==> src/rtl/video_levels.sv <==
// Shared composite video level codes and nominal timing constants.
// Used by both the pixel generator and the sync decoder.
package video_levels;

    localparam logic [2:0] LVL_SYNC  = 3'b000;
    localparam logic [2:0] LVL_BLACK = 3'b001;
    localparam logic [2:0] LVL_GRAY0 = 3'b010;
    localparam logic [2:0] LVL_GRAY1 = 3'b011;
    localparam logic [2:0] LVL_GRAY2 = 3'b100;
    localparam logic [2:0] LVL_GRAY3 = 3'b101;
    localparam logic [2:0] LVL_GRAY4 = 3'b110;
    localparam logic [2:0] LVL_GRAY5 = 3'b111;

    localparam int LINE_CLKS_NOM      = 1728;
    localparam int LINE_TOL_NOM       = 16;
    localparam int HSYNC_MIN_NOM      = 64;
    localparam int HSYNC_MAX_NOM      = 200;
    localparam int VSYNC_MIN_NOM      = 400;
    localparam int H_ACTIVE_START_NOM = 284;
    localparam int H_ACTIVE_LEN_NOM   = 1404;
    localparam int V_ACTIVE_START_NOM = 23;
    localparam int V_ACTIVE_END_NOM   = 310;
    localparam int LOCK_LINES_NOM     = 4;

    typedef enum logic [1:0] {
        ST_SEARCH  = 2'd0,
        ST_LOCKING = 2'd1,
        ST_LOCKED  = 2'd2
    } lock_state_e;

    // Half-open window test [lo, hi)
    function automatic logic in_span(
        input logic [10:0] v,
        input logic [10:0] lo,
        input logic [10:0] hi
    );
        return (v >= lo) && (v < hi);
    endfunction

endpackage

==> src/rtl/sync_pulse_classifier.sv <==
// Measures sync-level runs and classifies each finished run
// as a line sync or a broad (vertical) pulse.
module sync_pulse_classifier
    import video_levels::*;
#(
    parameter int HSYNC_MIN = HSYNC_MIN_NOM,
    parameter int HSYNC_MAX = HSYNC_MAX_NOM,
    parameter int VSYNC_MIN = VSYNC_MIN_NOM
) (
    input  logic       clk_i,
    input  logic       rst_i,
    input  logic [2:0] level_i,
    output logic       line_sync_o,
    output logic       broad_sync_o
);

    localparam logic [9:0] RUN_MAX = 10'h3ff;
    localparam logic [9:0] H_MIN   = 10'(HSYNC_MIN);
    localparam logic [9:0] H_MAX   = 10'(HSYNC_MAX);
    localparam logic [9:0] V_MIN   = 10'(VSYNC_MIN);

    logic [9:0] run_q;
    logic [9:0] run_d;
    logic       is_sync;

    assign is_sync = (level_i == LVL_SYNC);

    // Saturating length of the current sync run
    always_comb begin
        run_d = run_q;
        if (!is_sync) begin
            run_d = '0;
        end else if (run_q != RUN_MAX) begin
            run_d = run_q + 10'd1;
        end
    end

    // Run counter register
    always_ff @(posedge clk_i) begin
        if (rst_i) begin
            run_q <= '0;
        end else begin
            run_q <= run_d;
        end
    end

    // Classify the finished run on the first non-sync sample
    always_comb begin
        line_sync_o  = 1'b0;
        broad_sync_o = 1'b0;
        if (!is_sync) begin
            if ((run_q >= H_MIN) && (run_q <= H_MAX)) begin
                line_sync_o = 1'b1;
            end else if (run_q >= V_MIN) begin
                broad_sync_o = 1'b1;
            end
        end
    end

endmodule

==> src/rtl/composite_sync_decoder.sv <==
// Composite sync decoder: line lock, field/line counting and
// regeneration of the active-picture window and level stream.
module composite_sync_decoder
    import video_levels::*;
#(
    parameter int LINE_CLKS      = LINE_CLKS_NOM,
    parameter int LINE_TOL       = LINE_TOL_NOM,
    parameter int HSYNC_MIN      = HSYNC_MIN_NOM,
    parameter int HSYNC_MAX      = HSYNC_MAX_NOM,
    parameter int VSYNC_MIN      = VSYNC_MIN_NOM,
    parameter int H_ACTIVE_START = H_ACTIVE_START_NOM,
    parameter int H_ACTIVE_LEN   = H_ACTIVE_LEN_NOM,
    parameter int V_ACTIVE_START = V_ACTIVE_START_NOM,
    parameter int V_ACTIVE_END   = V_ACTIVE_END_NOM,
    parameter int LOCK_LINES     = LOCK_LINES_NOM
) (
    input  logic       sys_clk,
    input  logic       sys_rst,
    input  logic [2:0] level_in,
    output logic       hsync_det,
    output logic       vsync_det,
    output logic       locked,
    output logic       row_enable,
    output logic [8:0] vert_c,
    output logic [2:0] pixel_level
);

    localparam int GW = $clog2(LOCK_LINES + 1);

    localparam logic [10:0] H_SAT    = 11'h7ff;
    localparam logic [8:0]  V_SAT    = 9'h1ff;
    localparam logic [10:0] LINE_MIN = 11'(LINE_CLKS - LINE_TOL);
    localparam logic [10:0] LINE_MAX = 11'(LINE_CLKS + LINE_TOL);
    localparam logic [10:0] HA_LO    = 11'(H_ACTIVE_START);
    localparam logic [10:0] HA_HI    = 11'(H_ACTIVE_START + H_ACTIVE_LEN);
    localparam logic [10:0] VA_LO    = 11'(V_ACTIVE_START);
    localparam logic [10:0] VA_HI    = 11'(V_ACTIVE_END);
    localparam logic [GW-1:0] GOOD_LAST = GW'(LOCK_LINES - 1);

    logic line_sync;
    logic broad_sync;

    logic [10:0]   h_q, h_d;
    logic [8:0]    vert_q, vert_d;
    logic          armed_q, armed_d;
    logic          seen_q, seen_d;
    logic          hs_q, vs_q, ok_q;
    logic          line_ok;
    logic          timeout;
    lock_state_e   state_q, state_d;
    logic [GW-1:0] good_q, good_d;
    logic          row_q, row_d;
    logic [2:0]    pix_q, pix_d;

    sync_pulse_classifier #(
        .HSYNC_MIN (HSYNC_MIN),
        .HSYNC_MAX (HSYNC_MAX),
        .VSYNC_MIN (VSYNC_MIN)
    ) u_cls (
        .clk_i        (sys_clk),
        .rst_i        (sys_rst),
        .level_i      (level_in),
        .line_sync_o  (line_sync),
        .broad_sync_o (broad_sync)
    );

    assign line_ok = line_sync && (h_q >= LINE_MIN) && (h_q <= LINE_MAX);
    assign timeout = (h_q >= LINE_MAX) && !line_sync;

    // Horizontal position, line number and field-start bookkeeping
    always_comb begin
        h_d     = h_q;
        vert_d  = vert_q;
        armed_d = armed_q;
        seen_d  = seen_q;
        if (line_sync) begin
            h_d     = '0;
            seen_d  = 1'b1;
            armed_d = 1'b0;
            if (armed_q) begin
                vert_d = '0;
            end else if (vert_q != V_SAT) begin
                vert_d = vert_q + 9'd1;
            end
        end else begin
            if (h_q != H_SAT) begin
                h_d = h_q + 11'd1;
            end
            if (broad_sync) begin
                armed_d = 1'b1;
                seen_d  = 1'b0;
            end
        end
    end

    // Lock FSM next state; lines are judged one cycle after detection
    always_comb begin
        state_d = state_q;
        good_d  = good_q;
        unique case (state_q)
            ST_SEARCH: begin
                if (hs_q) begin
                    state_d = ST_LOCKING;
                    good_d  = '0;
                end
            end
            ST_LOCKING: begin
                if (hs_q) begin
                    if (!ok_q) begin
                        good_d = '0;
                    end else if (good_q == GOOD_LAST) begin
                        state_d = ST_LOCKED;
                    end else begin
                        good_d = good_q + 1'b1;
                    end
                end
            end
            ST_LOCKED: begin
                if ((hs_q && !ok_q) || timeout) begin
                    state_d = ST_SEARCH;
                end
            end
            default: state_d = ST_SEARCH;
        endcase
    end

    // Lock FSM output
    always_comb begin
        locked = (state_q == ST_LOCKED);
    end

    // Active-picture window and level echo for the next cycle
    always_comb begin
        row_d = locked
             && in_span({2'b00, vert_q}, VA_LO, VA_HI)
             && in_span(h_q, HA_LO, HA_HI);
        pix_d = row_d ? level_in : LVL_BLACK;
    end

    // State and output registers
    always_ff @(posedge sys_clk) begin
        if (sys_rst) begin
            h_q     <= '0;
            vert_q  <= '0;
            armed_q <= 1'b0;
            seen_q  <= 1'b0;
            hs_q    <= 1'b0;
            vs_q    <= 1'b0;
            ok_q    <= 1'b0;
            state_q <= ST_SEARCH;
            good_q  <= '0;
            row_q   <= 1'b0;
            pix_q   <= LVL_BLACK;
        end else begin
            h_q     <= h_d;
            vert_q  <= vert_d;
            armed_q <= armed_d;
            seen_q  <= seen_d;
            hs_q    <= line_sync;
            vs_q    <= broad_sync && seen_q;
            ok_q    <= line_ok;
            state_q <= state_d;
            good_q  <= good_d;
            row_q   <= row_d;
            pix_q   <= pix_d;
        end
    end

    assign hsync_det   = hs_q;
    assign vsync_det   = vs_q;
    assign vert_c      = vert_q;
    assign row_enable  = row_q;
    assign pixel_level = pix_q;

endmodule

==> config.mk <==
export PLATFORM = sky130hd
export DESIGN_NAME = composite_sync_decoder
export DESIGN_NICKNAME = d
export VERILOG_FILES = /design/src/rtl/video_levels.sv /design/src/rtl/sync_pulse_classifier.sv /design/src/rtl/composite_sync_decoder.sv
export SDC_FILE = /design/constraint.sdc
export NUM_CORES = 1
export LEC_CHECK = 0
export CAP_MARGIN = 20
export CORE_ASPECT_RATIO = 1.1
export CORE_MARGIN = 5
export CORE_UTILIZATION = 45
export DETAILED_ROUTE_END_ITERATION = 8
export DONT_BUFFER_PORTS = 1
export PLACE_DENSITY = 0.57
export SYNTH_ARGS = -nofsm -noshare
export SYNTH_HDL_FRONTEND = slang
export SYNTH_SLANG_ARGS = --single-unit
==> constraint.sdc <==
create_clock -name sys_clk -period 2.6 [get_ports sys_clk]
set_input_delay 0.52 -clock sys_clk [delete_from_list [all_inputs] [get_ports sys_clk]]
set_output_delay 0.52 -clock sys_clk [all_outputs]
set_load 0.005 [all_outputs]
==> results of run 1 <==
cells by family after synthesis:
family,Yosys count,synth area share
flip-flops,44,0.385
adder cells (fa/ha/maj),8,0.0438
XOR/XNOR,7,0.0268
AO/OA/AOI/OAI,70,0.208
multiplexers,3,0.0131
AND/OR/NAND/NOR,113,0.274
buffers and inverters,25,0.0487
layer usage:
metal	share of wire	up-vias	GRT usage	wire length, um
met4	0.014	0	0.0461	73
met3	0.034	6	0.0365	175
met2	0.48	35	0.261	2430
li1	-	1001	-	-
met1	0.47	931	0.205	2410
met5	0	-	0	0
layout make-up:
| cell class | instances | area, sq um |
|---|---|---|
| Timing Repair Buffer | 3 | 22.5 |
| Tap cell | 58 | 72.6 |
| Clock inverter | 3 | 90.1 |
| Sequential cell | 44 | 881 |
| Fill cell | 487 | 2500 |
| Inverter | 11 | 41.3 |
| Multi-Input combinational cell | 201 | 1290 |
| Clock buffer | 5 | 68.8 |
metrics by stage:
step	instances	hold slack [ns]	cell area [sq um]	utilization
floorplan	270	0.432	2290	-
global placement	317	0.431	2310	0.465
detailed placement	317	0.440	2310	0.465
CTS	325	0.264	2470	0.497
global route	325	0.254	2470	0.497
finish	325	0.274	2470	0.497
state kept, by name, indices dropped and copies added, names as in the netlist:
register / flops
good_q: 3
h_q: 11
ok_q: 1
seen_q: 1
vsync_det: 1
vert_c: 9
state_q: 2
armed_q: 1
u_cls.run_q: 10
row_enable: 1
pixel_level: 3
hsync_det: 1
power groups by stage:
stage	Sequential [uW]	Combinational, uW	Clock [uW]
6_report	683	22.8	724
3_5_place_dp	699	23.5	0
3_3_place_gp	699	23.0	0
5_1_grt	685	26.4	779
2_1_floorplan	697	22.6	0
4_1_cts	683	23.4	746
Yosys cell counts (all sizes together) (5+ instances only):
cell type and number:
nor2 20, o31ai 6, a21o 6, nand2 19
or4 8, a21oi 25, dfxtp 44, nor4 5
nand4 7, a31oi 5, inv 11, ha 8
and3 6, nand3 11, nor3 11, nand3b 5
clkbuf 10
path summary, 6_finish.rpt:
check	startpoint	end	slack, ns	cells past startpoint
min	sys_rst	good_q[2]$_SDFFE_PP0P_	0.27	1
max reg2reg	vert_c[1]$_SDFFE_PP0P_	vert_c[7]$_SDFFE_PP0P_	0.42	8
max	vert_c[1]$_SDFFE_PP0P_	vert_c[7]$_SDFFE_PP0P_	0.42	8
min reg2reg	good_q[2]$_SDFFE_PP0P_	good_q[2]$_SDFFE_PP0P_	0.45	2
critical path: stages (launching register included):
cell	delay [ns]
dfxtp_1	0.53
ha_1	0.30
and4_1	0.22
ha_1	0.16
nor2b_1	0.31
nor4b_1	0.09
buf_4	0.18
a41oi_1	0.20
nor3_1	0.08
==> results.py, run 1 <==
metrics = {
    "pwr": {
        "ir_worst_vdd_uv": 329,
        "power.total_uw": 1430,
        "clockPowerShare": 0.506,
        "combPwrFrac": 0.016,
        "netSwitchingFraction": 0.183,
        "power_density_nw_per_um2": 579,
        "p_seq_frac": 0.478,
        "p_int_uw": 1170,
        "switchingPower_uw": 262,
        "p_leak_uw": 0.000833,
    },
    "worst_setup_path": {
        "critPathArrivalTime_ns": 2.36,
        "required_ns": 2.78,
        "worstSetupEndpointType": "flip-flop",
        "crit_type": "reg -> reg",
        "crit_path_start_kind": "flip-flop",
        "path_max_fanout": 9,
    },
    "timing": {
        "worst_slew_margin_rel": 0.385,
        "rsz0062_at_grt": "false",
        "slew_viol_final": 0,
        "worstMarginPinSlew_ns": 0.913,
        "setup_viol": 0,
        "setup_tns_ns": 0,
        "min_period_ns": 2.18,
        "worst_clock_skew_ns": 0.00756,
        "hold_violations": 0,
        "timing.final.crit_share": 0.838,
        "fmax_ghz": 0.459,
        "setup_ws_ns": 0.421,
    },
    "logic_synthesis": {
        "synthArstFlopShare": 0,
        "ys.flop_type": "dfxtp_1",
        "synth.distinct_cells": 49,
        "syn-num-nets": 283,
        "synth_top_area_cell": "dfxtp_1",
        "ys_warn_count": 0,
        "synth_edf_count": 0,
        "syn_inst": 270,
        "syn_area_sq_um": 2290,
        "yosysSeqAreaShare": 0.385,
        "avgSynthCellArea_sq_um": 8.47,
        "synth_top_area_share": 0.385,
        "yosys-top-cells-area": "dfxtp_1 39%, a21oi_1 5.5%, ha_1 4.4%",
        "synth.ff_latch_count": 44,
    },
    "place": {
        "gp_congestion": 0.792,
        "portBuffers": 0,
        "hpwl_um": 3620,
        "pre_cts_slack_ns": 0.462,
    },
    "floorplanning": {
        "core_sq_um": 4970,
        "start_util": 0.460,
        "dieWidth_um": 78.0,
        "rows": 27,
        "num_io_pins": 21,
        "die_area_sq_um": 6610,
        "die_y_um": 84.8,
    },
    "routing": {
        "drtAntennaViolNets": 0,
        "via_per_inst": 6.07,
        "wl_um": 5090,
        "routedWlPerCell_um": 15.7,
        "dr_total_vias": 1973,
        "drtIter0Drc": 80,
        "dr.pass1.iters": 4,
        "route.detailed.drc": 0,
    },
    "clock_tree": {
        "root_buffer": "clkbuf_8",
        "clk_pin_slew_ns": 0.09,
        "clock_sink_count": 44,
        "insertion_delay_ns": 0.30,
        "cts_tree": "built",
        "cts.repair.resized": 0,
        "h-tree-depth": 2,
        "numCtsBuffers": 5,
        "cts_buffer_depth": 2,
        "holdBufCountCts": 0,
        "postCtsSetupBuffers": 0,
    },
    "global_routing": {
        "grt_max_degree": 19,
        "grt_pass1_vias": 1818,
        "antenna_found_initial": 0,
        "gr-usage-all-layers": 0.158,
        "grt_pass1_wl_um": 8660,
        "grt-ovfl-total": 0,
    },
    "cells_and_area": {
        "nNetsFinal": 279,
        "diodes": 0,
        "area_delta_synth_final_pct": 8.05,
        "final_cell_mix": "44 x dfxtp_1, 25 x a21oi_1, 20 x nor2_1, 19 x nand2_1",
        "final_common_cell": "dfxtp_1",
        "layout-drive-gt1-share": 0.0674,
    },
    "flow_run": {
        "cap_violations": 0,
    },
    "hold_path": {
        "hold_class": "in -> reg",
    },
    "run_status": {
        "status": "finished clean",
    },
}
Power figures use the tool's default switching activity.
==> run 2, diff against run 1 <==
--- a/config.mk
+++ b/config.mk
@@ -11,7 +11,7 @@
 export CORE_UTILIZATION = 45
 export DETAILED_ROUTE_END_ITERATION = 8
 export DONT_BUFFER_PORTS = 1
-export PLACE_DENSITY = 0.57
+export PLACE_DENSITY = 0.59
 export SYNTH_ARGS = -nofsm -noshare
 export SYNTH_HDL_FRONTEND = slang
 export SYNTH_SLANG_ARGS = --single-unit
==> constraint.sdc (replaced) <==
create_clock -name sys_clk -period 2 [get_ports sys_clk]
set_input_delay 0.4 -clock sys_clk [delete_from_list [all_inputs] [get_ports sys_clk]]
set_output_delay 0.4 -clock sys_clk [all_outputs]
set_load 0.005 [all_outputs]
==> results.py, run 2 (same netlist as run 1, synthesis figures left out) <==
metrics = {
    "worst_setup_path": {
        "critPathArrivalTime_ns": 2.06,
        "rrSetupSlack_ns": 0.11,
        "ff2ff_path_depth": 5,
        "startpoint": "u_cls.run_q[0]$_SDFFE_PP0P_",
        "worstSetupEndpointType": "flip-flop",
        "required_ns": 2.17,
        "crit_path_start_kind": "flip-flop",
        "slowest_stage": "or4_1",
        "reg2reg_to": "u_cls.run_q[0]$_SDFFE_PP0P_",
        "path_max_fanout": 8,
        "timing.rr.start": "u_cls.run_q[0]$_SDFFE_PP0P_",
        "crit_chain": "ha_1 -> nand3_1 -> or4_1 -> xnor2_1 -> nor2_1",
        "crit_type": "reg -> reg",
        "max_stage_delay_ns": 0.72,
        "cp_top_family": "simple AND/OR/NAND/NOR gates",
        "path_buf_inv": 0,
    },
    "place": {
        "placed_cells": 333,
        "pre_cts_slack_ns": 0.0257,
        "hpwl_um": 3820,
        "portBuffers": 0,
        "gp_congestion": 0.828,
    },
    "routing": {
        "route.detailed.drc": 0,
        "routedWlPerCell_um": 15.6,
        "dr.pass1.iters": 4,
        "wl_um": 5310,
        "drtIter0Drc": 181,
        "via_per_inst": 6.08,
        "drtAntennaViolNets": 0,
        "dr_total_vias": 2072,
    },
    "cells_and_area": {
        "final_cell_mix": "43 x dfxtp_1, 25 x a21oi_1, 20 x nor2_1, 19 x nand2_1, 19 x buf_4",
        "largest_reg_flops": 11,
        "layout-drive-gt1-share": 0.138,
        "area_delta_synth_final_pct": 12.9,
        "diodes": 0,
        "nNetsFinal": 295,
        "instances_no_fill": 341,
        "regMostFlops": "h_q",
        "final_common_cell": "dfxtp_1",
    },
    "global_routing": {
        "grt-ovfl-total": 0,
        "grt_max_degree": 19,
        "antenna_found_initial": 0,
        "grt_pass1_vias": 1859,
        "gr-usage-all-layers": 0.162,
        "grt_pass1_wl_um": 8910,
    },
    "timing": {
        "worst_clock_skew_ns": 0.0111,
        "worst_slew_margin_rel": 0.571,
        "fmax_ghz": 0.529,
        "setup_viol": 0,
        "slew_viol_final": 0,
        "timing.final.crit_share": 0.945,
        "rsz0062_at_grt": "false",
        "worstMarginPinSlew_ns": 0.637,
        "hold_slack_ns": 0.161,
        "setup_ws_ns": 0.110,
        "setup_tns_ns": 0,
        "min_period_ns": 1.89,
        "hold_violations": 0,
    },
    "clock_tree": {
        "numCtsBuffers": 5,
        "root_buffer": "clkbuf_8",
        "cts_buffer_depth": 2,
        "cts_tree": "built",
        "insertion_delay_ns": 0.30,
        "h-tree-depth": 2,
        "clock_sink_count": 44,
        "holdBufCountCts": 0,
        "clk_pin_slew_ns": 0.09,
    },
    "floorplanning": {
        "dieWidth_um": 78.0,
        "start_util": 0.460,
        "die_area_sq_um": 6610,
        "core_sq_um": 4970,
        "rows": 27,
        "die_y_um": 84.8,
        "num_io_pins": 21,
    },
    "pwr": {
        "combPwrFrac": 0.018,
        "ir_worst_vdd_uv": 404,
        "p_seq_frac": 0.542,
        "clockPowerShare": 0.440,
        "power_density_nw_per_um2": 635,
        "switchingPower_uw": 337,
        "p_int_uw": 1300,
        "p_leak_uw": 0.000907,
        "netSwitchingFraction": 0.206,
    },
    "hold_path": {
        "whs_path_depth": 1,
        "hold_end": "good_q[2]$_SDFFE_PP0P_",
        "min_from": "sys_rst",
        "hold_class": "in -> reg",
    },
    "flow_run": {
        "cap_violations": 0,
    },
    "run_status": {
        "status": "finished clean",
    },
}
-- run 2: changes by cell type in the layout (fill, tap and decap cells not counted), sizes merged --
cell	change
bufinv	-2
clkbuf	+1
clkinv	+1
buf	+16
-- run 2: per-stage QoR --
step                      power (uW)  cell area (sq um)   util
after floorplan                  936               2290      -
after global placement           938               2440  0.491
after detailed placement         939               2440  0.491
after CTS                       1660               2560  0.515
after global routing            1700               2580  0.520
final                           1640               2580  0.520
-- run 2: power groups by stage --
stage                     sequential [uW]  combinational [uW]  clock, uW
final                                 888                30.2        721
after global routing                  889                34.1        777
after CTS                             888                30.8        744
after detailed placement              908                30.7          0
after global placement                908                29.7          0
after floorplan                       907                29.5          0
-- run 2: worst max-delay path by stage --
| stage | to | cells after the start | slack, ns |
|---|---|---|---|
| after global routing | u_cls.run_q[0]$_SDFFE_PP0P_ | 5 | 0.007 |
| final | u_cls.run_q[0]$_SDFFE_PP0P_ | 5 | 0.11 |
| after CTS | good_q[1]$_SDFFE_PP0P_ | 6 | 0.006 |
| after floorplan | vert_c[7]$_SDFFE_PP0P_ | 7 | 0.09 |
| after detailed placement | good_q[1]$_SDFFE_PP0P_ | 6 | 0.03 |
| after global placement | good_q[1]$_SDFFE_PP0P_ | 6 | 0.06 |
-- run 2: layer usage --
layer	up-vias	routed length, um	share of wire	global-route usage
li1	1036	-	-	-
met1	969	2460	0.46	0.211
met2	52	2550	0.48	0.266
met3	15	189	0.036	0.0386
met4	0	104	0.020	0.0492
met5	-	0	0	0
-- run 2: layout make-up --
cell class / count / area (sq um)
clock inverters: 2 / 38.8
well taps: 58 / 72.6
flip-flops and latches: 44 / 882
multi-input cells: 201 / 1320
clock buffers: 6 / 82.6
repair buffers: 19 / 143
fillers: 468 / 2390
inverters: 11 / 41.3
-- run 2: what timing repair did --
action,in CTS,in global routing
buffers inserted,0,0
endpoints found under the setup margin,0,8
resized for setup,0,7
==> run 3, diff against run 2 <==
--- a/config.mk
+++ b/config.mk
@@ -8,10 +8,10 @@
 export CAP_MARGIN = 20
 export CORE_ASPECT_RATIO = 1.1
 export CORE_MARGIN = 5
-export CORE_UTILIZATION = 45
+export CORE_UTILIZATION = 36
 export DETAILED_ROUTE_END_ITERATION = 8
 export DONT_BUFFER_PORTS = 1
-export PLACE_DENSITY = 0.59
+export PLACE_DENSITY = 0.49
 export SYNTH_ARGS = -nofsm -noshare
 export SYNTH_HDL_FRONTEND = slang
 export SYNTH_SLANG_ARGS = --single-unit
==> results.py, run 3 (same netlist as run 1, synthesis figures left out) <==
metrics = {
    "run_status": {
        "status": "finished clean",
    },
    "global_routing": {
        "antenna_found_initial": 0,
        "grt_max_degree": 19,
        "grt_pass1_vias": 1938,
        "grt_pass1_wl_um": 9380,
        "grt-ovfl-total": 0,
        "gr-usage-all-layers": 0.145,
    },
    "routing": {
        "drtIter0Drc": 100,
        "wl_um": 5510,
        "routedWlPerCell_um": 15.1,
        "via_per_inst": 5.57,
        "drtAntennaViolNets": 0,
        "route.detailed.drc": 0,
        "dr_total_vias": 2028,
        "dr.pass1.iters": 4,
    },
    "timing": {
        "worst_slew_margin_rel": 0.590,
        "rsz0062_at_grt": "false",
        "worstMarginPinSlew_ns": 0.609,
        "min_period_ns": 1.86,
        "worst_clock_skew_ns": 0.00461,
        "hold_violations": 0,
        "slew_viol_final": 0,
        "setup_viol": 0,
        "timing.final.crit_share": 0.930,
        "fmax_ghz": 0.538,
        "setup_tns_ns": 0,
    },
    "floorplanning": {
        "rows": 30,
        "dieWidth_um": 86.0,
        "num_io_pins": 21,
        "core_sq_um": 6190,
        "die_y_um": 93.6,
        "die_area_sq_um": 8050,
        "start_util": 0.369,
    },
    "clock_tree": {
        "insertion_delay_ns": 0.29,
        "holdBufCountCts": 0,
        "h-tree-depth": 2,
        "root_buffer": "clkbuf_8",
        "cts_buffer_depth": 2,
        "numCtsBuffers": 5,
        "cts.repair.resized": 0,
        "clock_sink_count": 44,
        "clk_pin_slew_ns": 0.09,
        "cts_tree": "built",
        "postCtsSetupBuffers": 0,
    },
    "pwr": {
        "ir_worst_vdd_uv": 410,
        "switchingPower_uw": 338,
        "p_seq_frac": 0.586,
        "combPwrFrac": 0.023,
        "p_int_uw": 1180,
        "clockPowerShare": 0.392,
        "netSwitchingFraction": 0.223,
        "p_leak_uw": 0.000897,
        "power_density_nw_per_um2": 585,
    },
    "worst_setup_path": {
        "reg2reg_to": "good_q[1]$_SDFFE_PP0P_",
        "rrSetupSlack_ns": 0.14,
        "worstSetupEndpoint": "good_q[1]$_SDFFE_PP0P_",
        "path_max_fanout": 6,
        "worstSetupEndpointType": "flip-flop",
        "timing.rr.start": "good_q[0]$_SDFFE_PP0P_",
        "crit_path_start_kind": "flip-flop",
        "critPathArrivalTime_ns": 2.09,
        "crit_type": "reg -> reg",
        "ff2ff_path_depth": 6,
        "required_ns": 2.23,
        "startpoint": "good_q[0]$_SDFFE_PP0P_",
    },
    "cells_and_area": {
        "layout-drive-gt1-share": 0.137,
        "diodes": 0,
        "fillerInstances": 658,
        "fin_util": 0.418,
        "regMostFlops": "h_q",
        "area_delta_synth_final_pct": 13.2,
        "final_cell_mix": "44 x dfxtp_1, 25 x a21oi_1, 20 x nor2_1, 20 x buf_4, 19 x nand2_1",
        "largest_reg_flops": 11,
        "final_common_cell": "dfxtp_1",
        "nNetsFinal": 296,
        "instances_no_fill": 364,
    },
    "place": {
        "gp_congestion": 0.789,
        "placed_cells": 356,
        "portBuffers": 0,
        "hpwl_um": 4100,
    },
    "hold_path": {
        "hold_class": "in -> reg",
    },
    "flow_run": {
        "cap_violations": 0,
    },
}
## run 3: how the worst min path moves through the flow
stage,startpoint,endpoint,slack (ns),depth (start not counted)
floorplan,seen_q$_SDFFE_PP0P_,seen_q$_SDFFE_PP0P_,0.43,2
global placement,seen_q$_SDFFE_PP0P_,seen_q$_SDFFE_PP0P_,0.44,2
detailed placement,seen_q$_SDFFE_PP0P_,seen_q$_SDFFE_PP0P_,0.44,2
CTS,sys_rst,good_q[0]$_SDFFE_PP0P_,0.15,1
global route,sys_rst,good_q[2]$_SDFFE_PP0P_,0.13,1
finish,sys_rst,good_q[0]$_SDFFE_PP0P_,0.16,1
## run 3: final cells by class
cell class	instances	area, sq um	area share
Clock buffer	6	82.6	0.0319
Clock inverter	2	15.0	0.00580
Inverter	11	41.3	0.0160
Multi-Input combinational cell	201	1320	0.509
Sequential cell	44	881	0.340
Tap cell	80	100	0.0387
Timing Repair Buffer	20	150	0.0580
## run 3: metal layers
metal,track usage,vias to the layer above,part of all wire
met4,0.0462,0,0.0064
li1,-,1035,-
met5,0,-,0
met1,0.189,952,0.45
met3,0.0317,2,0.057
met2,0.237,39,0.49
## run 3: worst max-delay path: stages (launching register included)
cell and delay [ns]:
dfxtp_1 0.33, ha_1 0.20, ha_1 0.17, and3_1 0.20, or3b_4 0.41, or3_1 0.35
a21oi_1 0.14
## run 3: power by group through the flow
stage                     registers, uW  clock network, uW  logic, uW
after floorplan                     907                  0       29.5
after global placement              908                  0       34.2
after detailed placement            908                  0       35.3
after CTS                           887                614       35.7
after global routing                889                656       39.2
final                               887                593       34.7
## run 3: stage by stage
stage / hold slack (ns) / total power [uW] / setup slack [ns] / cell area, sq um
floorplan: 0.432 / 936 / 0.0899 / 2290
global placement: 0.436 / 942 / 0.0817 / 2470
detailed placement: 0.439 / 943 / 0.0464 / 2470
CTS: 0.149 / 1540 / 0.0287 / 2570
global route: 0.133 / 1580 / 0.0101 / 2590
finish: 0.163 / 1510 / 0.141 / 2590
